<file path="src/rtl/switchbox_cfg_loader.sv">
// Serial configuration loader for the switch matrix: sync-word detect, shadow load, word
// validation and atomic commit. Optional parity check enabled by defining CFG_PARITY_EN.
module switchbox_cfg_loader #(
  parameter int unsigned NTB       = 5,
  parameter int unsigned NLR       = 4,
  parameter int unsigned DW        = 6,
  parameter logic [7:0]  SYNC_WORD = 8'hA5
) (
  input  logic                clk,
  input  logic                rst_n,
  input  logic                cfg_start,
  input  logic                cfg_din,
  input  logic                cfg_valid,
  output logic                cfg_ready,
  output logic [NTB*DW-1:0]   cfg_top,
  output logic [NTB*DW-1:0]   cfg_bottom,
  output logic [NLR*DW-1:0]   cfg_left,
  output logic [NLR*DW-1:0]   cfg_right,
  output logic                cfg_done,
  output logic                cfg_err
);

  localparam int unsigned NWORDS = 2 * NTB + 2 * NLR;
  localparam int unsigned NBITS  = NWORDS * DW;

  localparam logic [2:0] IDLE   = 3'd0;
  localparam logic [2:0] SYNC   = 3'd1;
  localparam logic [2:0] LOAD   = 3'd2;
  localparam logic [2:0] CHECK  = 3'd3;
  localparam logic [2:0] COMMIT = 3'd4;
  localparam logic [2:0] DONE   = 3'd5;
  localparam logic [2:0] ERROR  = 3'd6;

  logic [2:0]       state_q, state_d;
  logic [7:0]       sync_q, sync_d;
  logic [NBITS-1:0] shadow_q, shadow_d;
  logic [6:0]       bit_cnt_q, bit_cnt_d;
  logic [2:0]       wbit_q, wbit_d;
  logic             invalid_q, invalid_d;
`ifdef CFG_PARITY_EN
  logic             par_q, par_d;
`endif
  logic             accept, clear, commit_en;
  logic [DW-1:0]    word_now;

  logic [NTB*DW-1:0] top_q, bottom_q;
  logic [NLR*DW-1:0] left_q, right_q;

  // Select 0 leaves the pin undriven, so its index is don't-care.
  function automatic logic word_legal(input logic [DW-1:0] w);
    logic [2:0] sel;
    logic [2:0] idx;
    sel = w[2:0];
    idx = w[5:3];
    case (sel)
      3'd0:       word_legal = 1'b1;
      3'd1, 3'd3: word_legal = 32'(idx) < NTB;
      3'd2, 3'd4: word_legal = 32'(idx) < NLR;
      default:    word_legal = 1'b0;
    endcase
  endfunction

`ifdef CFG_PARITY_EN
  assign cfg_ready = (state_q == SYNC) || (state_q == LOAD) || (state_q == CHECK);
`else
  assign cfg_ready = (state_q == SYNC) || (state_q == LOAD);
`endif
  assign cfg_done  = (state_q == DONE);
  assign cfg_err   = (state_q == ERROR);
  assign accept    = cfg_valid && cfg_ready;
  assign word_now  = {shadow_q[DW-2:0], cfg_din};
  assign commit_en = (state_q == COMMIT) && !invalid_q;

  always_comb begin
    state_d   = state_q;
    sync_d    = sync_q;
    shadow_d  = shadow_q;
    bit_cnt_d = bit_cnt_q;
    wbit_d    = wbit_q;
    invalid_d = invalid_q;
`ifdef CFG_PARITY_EN
    par_d     = par_q;
`endif
    clear     = 1'b0;
    case (state_q)
      IDLE: begin
        if (cfg_start) clear = 1'b1;
      end
      SYNC: begin
        if (cfg_start) begin
          clear = 1'b1;
        end else if (accept) begin
          sync_d = {sync_q[6:0], cfg_din};
          if (sync_d == SYNC_WORD) begin
            state_d   = LOAD;
            bit_cnt_d = '0;
            wbit_d    = '0;
            invalid_d = 1'b0;
          end
        end
      end
      LOAD: begin
        if (cfg_start) begin
          clear = 1'b1;
        end else if (accept) begin
          shadow_d = {shadow_q[NBITS-2:0], cfg_din};
`ifdef CFG_PARITY_EN
          par_d    = par_q ^ cfg_din;
`endif
          if (wbit_q == 3'(DW - 1)) begin
            wbit_d = '0;
            if (!word_legal(word_now)) invalid_d = 1'b1;
          end else begin
            wbit_d = wbit_q + 3'd1;
          end
          if (bit_cnt_q == 7'(NBITS - 1)) begin
`ifdef CFG_PARITY_EN
            state_d = CHECK;
`else
            state_d = COMMIT;
`endif
          end else begin
            bit_cnt_d = bit_cnt_q + 7'd1;
          end
        end
      end
`ifdef CFG_PARITY_EN
      CHECK: begin
        if (cfg_start) begin
          clear = 1'b1;
        end else if (accept) begin
          // Even parity: payload ones plus the parity bit must be even.
          if (par_q ^ cfg_din) invalid_d = 1'b1;
          state_d = COMMIT;
        end
      end
`endif
      COMMIT: begin
        state_d = invalid_q ? ERROR : DONE;
      end
      DONE, ERROR: begin
        if (cfg_start) clear = 1'b1;
      end
      default: state_d = IDLE;
    endcase

    if (clear) begin
      state_d   = SYNC;
      sync_d    = '0;
      shadow_d  = '0;
      bit_cnt_d = '0;
      wbit_d    = '0;
      invalid_d = 1'b0;
`ifdef CFG_PARITY_EN
      par_d     = 1'b0;
`endif
    end
  end

  always_ff @(posedge clk or negedge rst_n) begin
    if (!rst_n) begin
      state_q   <= IDLE;
      sync_q    <= '0;
      shadow_q  <= '0;
      bit_cnt_q <= '0;
      wbit_q    <= '0;
      invalid_q <= 1'b0;
`ifdef CFG_PARITY_EN
      par_q     <= 1'b0;
`endif
    end else begin
      state_q   <= state_d;
      sync_q    <= sync_d;
      shadow_q  <= shadow_d;
      bit_cnt_q <= bit_cnt_d;
      wbit_q    <= wbit_d;
      invalid_q <= invalid_d;
`ifdef CFG_PARITY_EN
      par_q     <= par_d;
`endif
    end
  end

  // The first payload word shifts furthest, ending up at the top of the shadow.
  always_ff @(posedge clk or negedge rst_n) begin
    if (!rst_n) begin
      top_q    <= '0;
      bottom_q <= '0;
      left_q   <= '0;
      right_q  <= '0;
    end else if (commit_en) begin
      for (int i = 0; i < NTB; i++) begin
        top_q[i*DW +: DW]    <= shadow_q[NBITS-1-i*DW -: DW];
        bottom_q[i*DW +: DW] <= shadow_q[NBITS-1-(NTB+i)*DW -: DW];
      end
      for (int i = 0; i < NLR; i++) begin
        left_q[i*DW +: DW]   <= shadow_q[NBITS-1-(2*NTB+i)*DW -: DW];
        right_q[i*DW +: DW]  <= shadow_q[NBITS-1-(2*NTB+NLR+i)*DW -: DW];
      end
    end
  end

  assign cfg_top    = top_q;
  assign cfg_bottom = bottom_q;
  assign cfg_left   = left_q;
  assign cfg_right  = right_q;

endmodule

</file>
<file path="config.mk">
export PLATFORM = sky130hd
export DESIGN_NAME = switchbox_cfg_loader
export DESIGN_NICKNAME = d
export VERILOG_FILES = /design/src/rtl/switchbox_cfg_loader.sv
export SDC_FILE = /design/constraint.sdc
export NUM_CORES = 1
export LEC_CHECK = 0
export ABC_AREA = 1
export CELL_PAD_IN_SITES_DETAIL_PLACEMENT = 0
export CELL_PAD_IN_SITES_GLOBAL_PLACEMENT = 1
export CORE_ASPECT_RATIO = 0.6
export CORE_UTILIZATION = 40
export CTS_BUF_LIST = sky130_fd_sc_hd__clkbuf_4 sky130_fd_sc_hd__clkbuf_8 sky130_fd_sc_hd__clkbuf_16
export DETAILED_ROUTE_END_ITERATION = 7
export HOLD_SLACK_MARGIN = 0.15
export PLACE_DENSITY = 0.81
export SLEW_MARGIN = 0
export SYNTH_ARGS = -nofsm -noshare
export SYNTH_HDL_FRONTEND = slang
export SYNTH_SLANG_ARGS = --single-unit
</file>
<file path="constraint.sdc">
create_clock -name clk -period 1.7 [get_ports clk]
set_input_delay 0.34 -clock clk [delete_from_list [all_inputs] [get_ports clk]]
set_output_delay 0.34 -clock clk [all_outputs]
set_load 0.02 [all_outputs]
</file>
Yosys cells after proc, flatten, opt, wreduce, memory -nomap -nowiden
Index checks and enable logic that the tools add are counted.
- bits in registers: 237
- logic and storage cells: 106
- input bits: 5
- output and inout bits: 111
- multiplexer cells: 49
- equal/unequal tests: 23
- add/sub/neg operators: 2
- reductions and logical operators: 20
- magnitude comparators: 2
- operators by type and width (kind ; count):
    $mux W108 ; 4
    $mux W7 ; 11
    $mux W3 ; 14
    $ne A3 B3 Y1 const B ; 6
    $eq A3 B3 Y1 const B ; 5
    $mux W1 ; 14
    $pmux W7 S2 ; 1
    $reduce_and A7 Y1 ; 2
    $pmux W3 S4 ; 1
    $eq A3 B2 Y1 const B ; 3
    $ne A3 B2 Y1 const B ; 3
    $eq A8 B8 Y1 const B ; 1
    $reduce_and A8 Y1 ; 1
    $add A7 B1 Y7 const B ; 1
    $eq A7 B7 Y1 const B ; 1
    $eq A3 B1 Y1 const B ; 2
    $logic_not A3 Y1 ; 2
    $lt A3 B3 Y1 const B ; 2
    $pmux W3 S2 ; 1
    $reduce_and A3 Y1 ; 2
    $reduce_and A6 Y1 ; 1
    $reduce_bool A2 Y1 ; 3
    $reduce_or A5 Y1 ; 1
    $ne A2 B1 Y1 const B ; 2
    10 further kinds ; 12

Logic depth before layout (Yosys ltp)
- depth after elaboration: 13
- mapped depth: 11
- mapped depth without buffers: 10

Worst setup path before layout
No wires, ideal clock.
- path kind: flip-flop to flip-flop
- start: reg state_q[2]
- end: reg bit_cnt_q[2]
- arrival: 1418 ps
- required time: 1577 ps
- cell stages (with the launch flop): 10
- path buffers: 1
- setup slack: 159 ps
- clock period less this slack: 1541 ps
- path through: dfrtp_1 > buf_2 > inv_2 > nand3_1 > nand2_1 > nand2_1 > nand2_8 > nand3_4 > nand2_1 > o21ai_1
- longest elaborated chain between the ends: 5
- elaborated cells between the ends (all ways): 19
- RTL lines (element ; line ; RTL):
    start: declaration ; 34 ; logic [2:0] state_q, state_d;
    start signal: assignment ; 172 ; state_q <= state_d;
    $eq A3 B1 Y1 or $eq A3 B2 Y1 (tied branches) ; 66 ; assign cfg_ready = (state_q == SYNC) || (state_q == LOAD);
    $logic_or A1 B1 Y1 * ; 66 ;
    via cfg_ready ; 14 ; output logic cfg_ready,
    $logic_and A1 B1 Y1 * ; 70 ; assign accept = cfg_valid && cfg_ready;
    $ne A3 B3 Y1 (no line) ; -- ;
    $reduce_and A7 Y1 (no line) * ; -- ;
    end signal: assignment ; 175 ; bit_cnt_q <= bit_cnt_d;
    end: declaration ; 37 ; logic [6:0] bit_cnt_q, bit_cnt_d;
The timed path passes the listed nets; every way through them passes the cells marked *.
A chain may end at the register's enable or synchronous reset.

Final worst setup path
- start: reg state_q[1]
- end: out cfg_ready
- longest elaborated chain between the ends: 2
- elaborated cells between the ends (all ways): 3
- RTL lines (element ; line):
    $eq A3 B1 Y1 or $eq A3 B2 Y1 (tied branches) ; 66
    $logic_or A1 B1 Y1 * ; 66
    end: declaration ; 14
Every way passes the cells marked *; elsewhere a longest branch is shown, timed or not.

==> results.md <==
- WL final: 22300 um
- Pin count of the biggest net entering global routing: 82
- Setup TNS: -4.23 ps
- Via density: 4.49
- Area growth, synth to finish: 27.8%
- # setup viols final: 1
- First-pass GRT wire length: 36400 um
- Clock sink total: 237
- P per Cell Area: 1090 nW/um^2
- Hpwl dp: 13900 um
- Worst Setup SP: state_q[1]$_DFFE_PN0P_
- Clock Skew: 13.6 ps
- Slew margin rel.: 59.7%
- CTS buffer count: 23
- Fmax: 0.587 GHz
- Fin util: 52.6%
- Commonest cells after routing, fill and taps aside: nand2_1, dfrtp_1, inv_1, o21ai_1, dlygate4sd2_1
- Netlist cell types: 31
- Worst setup path category: flip-flop to output port
- Gr usage total: 17.3%
- I/O Buffers: 115
- YS warnings: 0
- Initial drt markers: 545
- RSZ-0062 raised after global routing: true
- #FFs+latches synth: 237
- Core Footprint: 24400 um^2
- Leak: 6.90 nW
- Worst R2R End: cfg_right[22]$_DFFE_PN0P_
- Worst VDD drop: 0.579 mV
- Outcome: complete, but fails checks
- Crit path to: cfg_ready
- FF/Latch Area: 5930 um^2
- First-pass DRT Iterations: 7
- H-tree levels: 1
- CP Max Fanout: 3
- Max Cap Viol: 0
- DRC violations left: 6
- Die W: 207 um
- Core Rows: 44
- Antenna Nets Post-Route: 0
- Clock Path Buffers: 3
- Tmin final: 1700 ps
- Placement Setup Slack: -143 ps
- Vias: 7522
- CTS tree: yes
- Filler cells: 2332
- Failing checks: DRC, setup timing
- Nets: 1341
- Synthesized instance count: 1195
- CP Capture Type: output port
- Fin crit share: 100%
- Net Count, Synth: 1201
- Register area share after synthesis: 59.0%
- Die Ht: 125 um
- Initial antenna violation count: 0
- Most common cell after layout, fill and taps aside: nand2_1
- Worst-skew pair later-pin latency: 520 ps
- Arrival time worst endpoint: 1360 ps
- Die area: 25800 um^2
- Layout cell share with drive strength beyond 1: 10.1%
- CP startpoint kind: flip-flop
- Clock Tree Root: clkbuf_16
- GRT overflow: 0
- Area occupied by multi-input gates: 3050 um^2
- Mapped Area: 10000 um^2
- Drt wl/cell: 13.3 um
- Worst Reg-to-Reg Cells: 9
- Final worst-path setup slack: -4.23 ps
- Clock-pin slew on the worst setup and hold paths: 60 ps
- Avg Cell Area, Syn: 8.41 um^2
- Worst-margin pin slew: 603 ps
- Worst EP required: 1360 ps
- N_diodes: 0
- IO Pins: 116
- Vias in the first global route: 7067
- Initial Util: 41.2%
- Final hold vios: 0
- Fin. max-slew vios: 0
- HP Class: input pin to async pin
- Critical R2R Launch: state_q[0]$_DFFE_PN0P_
- GPL Wtd Cong: 0.784
- R2R setup slack: 30 ps
area by class of cell:
cell class | count | share of cell area, %
Timing Repair Buffer | 173 | 13.9
Tap cell | 322 | 3.14
Clock buffer | 37 | 5.54
Multi-Input combinational cell | 660 | 23.8
Inverter | 240 | 7.02
Sequential cell | 237 | 46.2
Clock inverter | 5 | 0.419
sequential cells by signal (all words and copies together), names as in the netlist:
signal,flops
wbit_q,3
shadow_q,108
sync_q,7
cfg_right,24
cfg_top,30
bit_cnt_q,7
cfg_bottom,30
state_q,3
invalid_q,1
cfg_left,24
worst max-delay path, cell delays in order (launching register included):
cell and delay [ps]:
dfrtp_1 380, inv_2 70, nor2_2 110, nand2_2 90, nand2_2 90, buf_6 120
worst min path at each step:
stage,end,cells past startpoint,slack [ps],from
4_1_cts,cfg_right[16]$_DFFE_PN0P_,2,330,rst_n
2_1_floorplan,bit_cnt_q[0]$_DFFE_PN0P_,0,40,rst_n
3_5_place_dp,cfg_right[16]$_DFFE_PN0P_,1,260,rst_n
5_1_grt,cfg_right[16]$_DFFE_PN0P_,2,340,rst_n
3_3_place_gp,cfg_right[15]$_DFFE_PN0P_,1,260,rst_n
6_report,cfg_right[15]$_DFFE_PN0P_,2,320,rst_n
through the flow:
step                hold WS (ps)  power [mW]  instances  area, um^2
finish                       320        14.0       1674       12800
global route                 340        14.7       1674       12800
CTS                          331        13.7       1663       12600
detailed placement           263        8.47       1616       11900
global placement             264        8.45       1616       11900
floorplan                   44.4        7.41       1195       10000
logic make-up (layout without fill, tap and decap cells):
logic type	Yosys count	count (layout)	share of synthesized area, %
XOR/XNOR	4	4	0.349
AND/OR/NAND/NOR	410	413	16.2
adder cells (fa/ha/maj)	1	1	0.125
flip-flops	237	237	59.0
buffers and inverters	301	455	12.0
multiplexers	1	1	0.112
AO/OA/AOI/OAI	241	241	12.2
per-layer routing:
layer / wire length (um) / GRT usage, % / vias to the layer above
met1: 11900 / 28.0 / 3466
li1: - / - / 3901
met5: 0 / 0 / -
met4: 381 / 3.63 / 0
met2: 8970 / 23.8 / 125
met3: 1080 / 3.06 / 30
where the power goes:
group / switching (mW) / total (mW) / internal [mW]
clock: 2.15 / 5.18 / 3.03
sequential: 0.0702 / 5.79 / 5.72
combinational: 1.96 / 3.04 / 1.08
synthesized netlist by cell type, drive strengths merged:
cell type    n  share of area (%)
mux2         1               0.11
a21oi        4               0.20
nand3       17                1.1
buf         42                2.3
a221oi       1              0.087
clkbuf      19               0.71
xor2         1              0.087
inv        240                9.0
xnor2        3               0.26
nand2      374                 14
ha           1               0.12
or2          1              0.062
o21ai      227                 11
nor2        14               0.62
dfrtp      237                 59
a21boi       1              0.075
nor3         2               0.10
o22ai        7               0.44
a22oi        1              0.075
nand4        2               0.12
timing repair:
action                     in CTS  in global routing
gates resized for setup       124                 50
setup endpoints to repair     111                130
cloned                          0                  7
pin swaps                       0                  4
hold buffers                    1                  0
hold endpoints to repair      237                  0
buffers inserted                4                  4
No activity file was read; power rests on OpenSTA's default activity.
